==> src/rtl/shift_reg_framer.sv <==
// shift_reg_framer: parallel-load shift register with serial in/out,
// ready/valid load handshake, bit strobe, abort and frame-done pulse.
module shift_reg_framer #(
  parameter int WIDTH = 18,
  parameter bit MSB_FIRST = 1'b0,
  localparam int CNT_W = $clog2(WIDTH + 1)
) (
  input  logic             Clk,
  input  logic             Reset,
  input  logic             Load_Valid,
  output logic             Load_Ready,
  input  logic [WIDTH-1:0] D,
  input  logic             Shift_En,
  input  logic             Shift_In,
  input  logic             Abort,
  output logic             Shift_Out,
  output logic [WIDTH-1:0] Data_Out,
  output logic [CNT_W-1:0] Bit_Cnt,
  output logic             Busy,
  output logic             Frame_Done
);

  typedef enum logic [1:0] {
    S_IDLE,
    S_SHIFT,
    S_DONE
  } state_t;

  localparam logic [CNT_W-1:0] LAST_CNT = CNT_W'(WIDTH - 1);

  state_t           r_state;
  logic [WIDTH-1:0] r_data;
  logic [CNT_W-1:0] r_cnt;
  logic             r_busy;
  logic             r_done;
  logic             r_ready;

  logic [WIDTH-1:0] w_shifted;
  logic             w_last;
  logic             w_so;

  always_comb begin
    w_shifted = r_data;
    if (MSB_FIRST)
      w_shifted = {r_data[WIDTH-2:0], Shift_In};
    else
      w_shifted = {Shift_In, r_data[WIDTH-1:1]};
  end

  assign w_last = (r_cnt == LAST_CNT);
  assign w_so   = MSB_FIRST ? r_data[WIDTH-1] : r_data[0];

  always_ff @(posedge Clk) begin
    if (Reset) begin
      r_state <= S_IDLE;
      r_data  <= '0;
      r_cnt   <= '0;
      r_busy  <= 1'b0;
      r_done  <= 1'b0;
      r_ready <= 1'b1;
    end else begin
      unique case (r_state)
        S_IDLE: begin
          if (Load_Valid) begin
            r_data  <= D;
            r_cnt   <= '0;
            r_state <= S_SHIFT;
            r_busy  <= 1'b1;
            r_ready <= 1'b0;
          end
        end
        S_SHIFT: begin
          // abort keeps the partial word and count visible
          if (Abort) begin
            r_state <= S_IDLE;
            r_busy  <= 1'b0;
            r_ready <= 1'b1;
          end else if (Shift_En) begin
            r_data <= w_shifted;
            r_cnt  <= r_cnt + 1'b1;
            if (w_last) begin
              r_state <= S_DONE;
              r_busy  <= 1'b0;
              r_done  <= 1'b1;
              r_ready <= 1'b1;
            end
          end
        end
        S_DONE: begin
          r_done <= 1'b0;
          if (Load_Valid) begin
            r_data  <= D;
            r_cnt   <= '0;
            r_state <= S_SHIFT;
            r_busy  <= 1'b1;
            r_ready <= 1'b0;
          end else begin
            r_state <= S_IDLE;
            r_ready <= 1'b1;
          end
        end
        default: begin
          r_state <= S_IDLE;
          r_busy  <= 1'b0;
          r_done  <= 1'b0;
          r_ready <= 1'b1;
        end
      endcase
    end
  end

  assign Load_Ready = r_ready;
  assign Shift_Out  = w_so;
  assign Data_Out   = r_data;
  assign Bit_Cnt    = r_cnt;
  assign Busy       = r_busy;
  assign Frame_Done = r_done;

endmodule
==> config.mk <==
export PLATFORM = sky130hd
export DESIGN_NAME = shift_reg_framer
export DESIGN_NICKNAME = d
export VERILOG_FILES = /design/src/rtl/shift_reg_framer.sv
export SDC_FILE = /design/constraint.sdc
export NUM_CORES = 1
export LEC_CHECK = 0
export CORE_MARGIN = 8
export CORE_UTILIZATION = 40
export DETAILED_ROUTE_END_ITERATION = 10
export PLACE_DENSITY = 0.83
export SYNTH_ARGS = -nofsm -noshare
export SYNTH_HDL_FRONTEND = slang
export SYNTH_SLANG_ARGS = --single-unit
export TNS_END_PERCENT = 100
==> constraint.sdc <==
create_clock -name Clk -period 2 [get_ports Clk]
set_input_delay 0.4 -clock Clk [delete_from_list [all_inputs] [get_ports Clk]]
set_output_delay 0.4 -clock Clk [all_outputs]
set_load 0.01 [all_outputs]
==> metrics, run 1 <==
GRT overflow 0; Die X 73.5 um; Tmin final 1770 ps; antenna-violating nets left 0; CP max FO 6; DP HPWL 2.80 mm; Post-Route Setup TNS 0 ps; Initial DRT Pass Iterations 4; DRC errors left 0; total stage count of the critical path 1; required time of the critical path ~1600 ps; Async SR Flop Fraction 0%; crit-path max cell delay between 500 and 600 ps; synth warn 0; initial antenna violation count 0; later-pin clock latency in the skew report 330 ps; dominant synthesized flop cell dfxtp_1; Clock Sinks 28; initial core utilization 40.6%; Mapped Cells 137; register area 561 sq um; final wirelength 3.80 mm; vias per inst 5.42; ant diodes 0; Critical path buffers and inverters 1; Core ar. 3260 sq um; Synth area leader dfxtp_1; P_leak 0.692 nW; WS Path Type register to output port; vias in the first global route 1,281; Longest Clk Path Bufs 2; CP Cell Sequence clkdlybuf4s50_1; gp weighted congestion 0.882; # resized after CTS 0; I/O Pins 51; CP delay by family, top buffers and inverters; CTS tree done; Slew @ Worst Pin 371 ps; Final Hold Viols 0; Max Clock Freq 0.563 GHz; overall routing resource usage 14.4%; P&R area growth vs syn 45.1%; synthesized cell area 1320 sq um; endpoints failing setup 0; pwr/cell area 640 nW/um^2; first-pass GRT wire length roughly 6.2 mm; maxcap violations 0; CTS Hold Bufs 0; crit path DAT between 1000 and 1500 ps; combinational power share 25.4%; clock-pin slew on the worst setup and hold paths 150 ps; H-Tree Depth 1; vias ~1.3k; EDFF count, synth 0; pin count of the biggest net entering global routing 20; Avg Synthesized Cell Area between 9 and 10 sq um; share of the synthesized area in the top cell type 42.4%; Port Buf Inserts 50; Post-Syn Nets 163; num rows 21; Switching Share 27.6%; flops & latches, synth 28; dominant cell by count in the synthesized netlist dfxtp_1; top post-synthesis cells by area dfxtp_1 42%, mux2i_1 15%, a211oi_1 11%; internal power 0.000889 W; R2R depth 5; TritonCTS buffer count 3; DIE HEIGHT roughly 73 um; Clock power frac 22.9%; unrepaired setup endpoints after global routing no; status complete, no violations; root buffer cell clkbuf_4; sequential power share approximately 52%; initial drt markers 128; worst vdd ir approximately 0.58 mV; Post-CTS Setup Bufs 0; worst hold path cell count 1; Final #Nets 214; hold crit path type register to register; Sw Pwr between 0.0003 and 0.0004 W; slew margin rel. between 70% and 80%; layout cells sized above 1 7.49%; Yosys cell types 29; Startpoint Class register; Max Clock Skew 7.38 ps; top cells by count, synth 28 x dfxtp_1, 21 x nor3_1, 20 x mux2i_1; Multi-input gate area 687 sq um; sequential share of the synthesized area between 40% and 50%; Final Max Slew Viols 0; Fillers 297; Crit-path slowest cell clkdlybuf4s50_1; die footprint 5400 sq um; Critical Path End Type output port; Routed WL per cell 16.3 um; Final Core Density 58.8%; fin crit share between 80 and 90%
[cell type report]
cell class / count / area share [%]
multi-input combinational: 93 / 35.8
tap: 46 / 3.00
clock buffer: 4 / 1.89
sequential: 28 / 29.2
inverter: 4 / 0.783
timing repair buffer: 58 / 29.2
[worst reg2reg max path: stages, from the launching register on]
cell and delay, ps:
dfxtp_1 440, inv_1 60, ha_1 190, and4b_1 230, a21o_1 230, a2111oi_2 340
[flip-flops by register name, summed over array words and instances (netlist names)]
signal and flops:
r_state 2, Load_Ready 1, Frame_Done 1, Data_Out 18, Bit_Cnt 5, Busy 1
[power by group through the flow]
stage | Clock [W] | Sequential (W) | Combinational, W
after floorplan | 0 | 0.000656 | 0.000138
after global placement | 0 | 0.000643 | 0.000306
after detailed placement | 0 | 0.000646 | 0.000313
after CTS | 0.000285 | 0.000634 | 0.000315
after global routing | 0.000307 | 0.000641 | 0.000336
final | 0.000281 | 0.000634 | 0.000312
[per-stage QoR]
stage / hold WS (ps) / power (W) / area, sq um / instances / setup WS, ps
after floorplan: 448 / 0.000794 / 1320 / 137 / 534
after global placement: 487 / 0.000949 / 1880 / 229 / 129
after detailed placement: 495 / 0.000959 / 1880 / 229 / 51.6
after CTS: 520 / 0.00123 / 1920 / 233 / 209
after global routing: 560 / 0.00128 / 1920 / 233 / 171
final: 527 / 0.00123 / 1920 / 233 / 225
[worst paths after layout]
kind,endpoint,slack (ps),startpoint
min reg2reg,Frame_Done,530,r_state[1]
max reg2reg,Busy,430,Bit_Cnt[1]
min,Frame_Done,530,r_state[1]
max,Bit_Cnt[0],230,Bit_Cnt[0]
[cells in the final DEF (no fill, tap or decap)]
cell type,netlist,routed
a2111oi_0,1,1
a31o_2,1,1
or3_1,2,2
clkdlybuf4s50_1,0,50
and4b_1,1,1
nand2b_1,3,3
mux2i_1,20,20
nand2_1,2,2
a211oi_1,19,19
o31a_1,1,1
inv_1,4,4
nor2_1,3,3
a21o_1,1,1
a21oi_1,3,3
a2111oi_2,1,1
a41oi_1,1,1
clkbuf_4,0,3
nor2b_1,1,1
clkbuf_8,0,1
nand4bb_1,1,1
nand3_1,4,4
dfxtp_1,28,28
ha_1,2,2
buf_4,2,8
o2111ai_1,2,2
o21ai_0,1,1
nor3_1,21,21
or3b_1,1,1
and4bb_1,1,1
[layer usage]
layer  share of wire, %  track usage [%]
met4                1.4             5.54
met2                 49             24.6
met3                6.4             4.77
met1                 43             15.9
met5                  0                0
[cell families after synthesis]
family          count (synthesis)  share of synthesized area [%]
fa+ha+maj                       2                           1.89
simple gates                   40                           17.0
compound gates                 31                           18.0
buf+inv                        16                           5.59
flops                          28                           42.4
mux                            20                           15.2
(Power assumes the default switching activity.)
==> inputs of run 2 (changes only) <==
ABC_AREA = 1   (was default)
PLACE_DENSITY = 0.81   (was 0.83)
==> metrics, run 2 <==
final wirelength 3.53 mm; DRC errors left 0; vias in the first global route 1,326; slew margin rel. 58.5%; maxcap violations 0; required time of the critical path between 1500 and 2000 ps; Longest Clk Path Bufs 2; Core ar. approximately 3600 sq um; share of the synthesized area in the top cell type around two fifths; worst hold path cell count 2; clock-pin slew on the worst setup and hold paths approximately 150 ps; vias per inst 4.64; overall routing resource usage about an eighth; antenna-violating nets left 0; GRT overflow 0; Multi-input gate area 762 sq um; sequential share of the synthesized area 38.4%; fin crit share 89.6%; ant diodes 0; root buffer cell clkbuf_4; Die X 76.4 um; status complete, no violations; initial drt markers 114; top post-synthesis cells by area dfxtp_1 38%, nand2_1 16%, nor2_1 12%; Largest register FFs 18; crit path DAT 1390 ps; flops & latches, synth 28; Post-Syn Nets 236; P_leak 0.839 nW; DIE HEIGHT about 76 um; layout cells sized above 1 under 10%; first-pass GRT wire length 6.19 mm; Mapped Cells between 200 and 250; commonest non-fill, non-tap cell in the layout nand2_1; Avg Synthesized Cell Area 6.95 sq um; TritonCTS buffer count 3; Critical path buffers and inverters 1; total stage count of the critical path 1; Design Area, Final 1960 sq um; P&R area growth vs syn 34.2%; crit-path max cell delay 590 ps; Fillers 365; unrepaired setup endpoints after global routing no; Post-Route Setup TNS 0 ps; initial antenna violation count 0; Synth area leader dfxtp_1; num rows 22; die footprint 5840 sq um; R2R depth 5; pin count of the biggest net entering global routing 24; pwr/cell area 605 nW/um^2; dominant synthesized flop cell dfxtp_1; CP Cell Sequence clkdlybuf4s50_1; Yosys cell types 28; placed cell areas 1940 sq um; Critical Path End Type output port; commonest non-fill, non-tap cells in the layout 64 x nand2_1, 50 x clkdlybuf4s50_1, 46 x nor2_1, 28 x dfxtp_1, 18 x o21ai_1; synth warn 0; Final Max Slew Viols 0; CTS tree done; Max Clock Skew 5.31 ps; Tmin final 1790 ps; Post-CTS Setup Bufs 0; Clock Sinks 28; Max Clock Freq about 0.56 GHz; # resized after CTS 0; Port Buf Inserts 50; EDFF count, synth 0; register area 561 sq um; Async SR Flop Fraction 0%; top cells by count, synth 64 x nand2_1, 46 x nor2_1, 28 x dfxtp_1; Crit-path slowest cell clkdlybuf4s50_1; initial core utilization 40.8%; Initial DRT Pass Iterations 4; Final #Nets approximately 280; H-Tree Depth 1; hold crit path type register to register; later-pin clock latency in the skew report 320 ps; endpoints failing setup 0; CP delay by family, top buffers and inverters; synthesized cell area around 1500 sq um; Startpoint Class register; vias 1,396; gp weighted congestion 0.770; CTS Hold Bufs 0; Routed WL per cell 11.7 um; dominant cell by count in the synthesized netlist nand2_1; Slew @ Worst Pin 622 ps; I/O Pins around 50; Final Hold Viols 0; worst vdd ir roughly 0.37 mV; CP max FO 7; WS Path Type register to output port; DP HPWL 2.61 mm
run 2: final timing paths:
kind              slack [ps]     endpoint       start
setup / recovery         210   Bit_Cnt[2]  Bit_Cnt[2]
hold reg to reg          470   Load_Ready  Load_Ready
hold / removal           470   Load_Ready  Load_Ready
setup reg to reg         410  Data_Out[6]  r_state[0]
run 2: cell type report:
type	count	share of cell area (%)
Multi-Input combinational cell	161	38.9
Sequential cell	28	28.6
Timing Repair Buffer	53	26.7
Tap cell	48	3.07
Inverter	8	1.53
Clock buffer	3	1.15
run 2: stage by stage:
step / setup WS (ps) / cells / util, % / power, W / hold WS, ps
2_1_floorplan: 839 / 210 / - / 0.000833 / 473
4_1_cts: 196 / 301 / 54.7 / 0.00120 / 473
6_report: 208 / 301 / 54.7 / 0.00118 / 472
3_5_place_dp: 145 / 298 / 54.1 / 0.000971 / 444
5_1_grt: 131 / 301 / 54.7 / 0.00127 / 516
3_3_place_gp: 165 / 298 / 54.1 / 0.000967 / 444
run 2: kinds of logic (layout without fill, tap and decap cells):
| logic type | Yosys count | count (layout) | share of synthesized area, % |
|---|---|---|---|
| flip-flops | 28 | 28 | 38.4 |
| adder cells (fa/ha/maj) | 2 | 2 | 1.71 |
| AO/OA/AOI/OAI | 28 | 28 | 10.0 |
| XOR/XNOR | 1 | 1 | 0.600 |
| buffers and inverters | 21 | 64 | 9.35 |
| AND/OR/NAND/NOR | 130 | 130 | 39.9 |
run 2: per-layer routing:
layer	up-vias	part of all wire, %	global-route usage [%]
met5	-	0	0
li1	745	-	-
met4	0	0.68	3.46
met3	2	4.8	3.07
met2	32	45	20.5
met1	617	50	15.6
run 2: power breakdown:
group,internal (W),switching (W),total (W)
Sequential,0.000600,0.0000348,0.000634
Clock,0.0000704,0.000158,0.000228
Combinational,0.000164,0.000157,0.000321
Total,0.000834,0.000350,0.00118
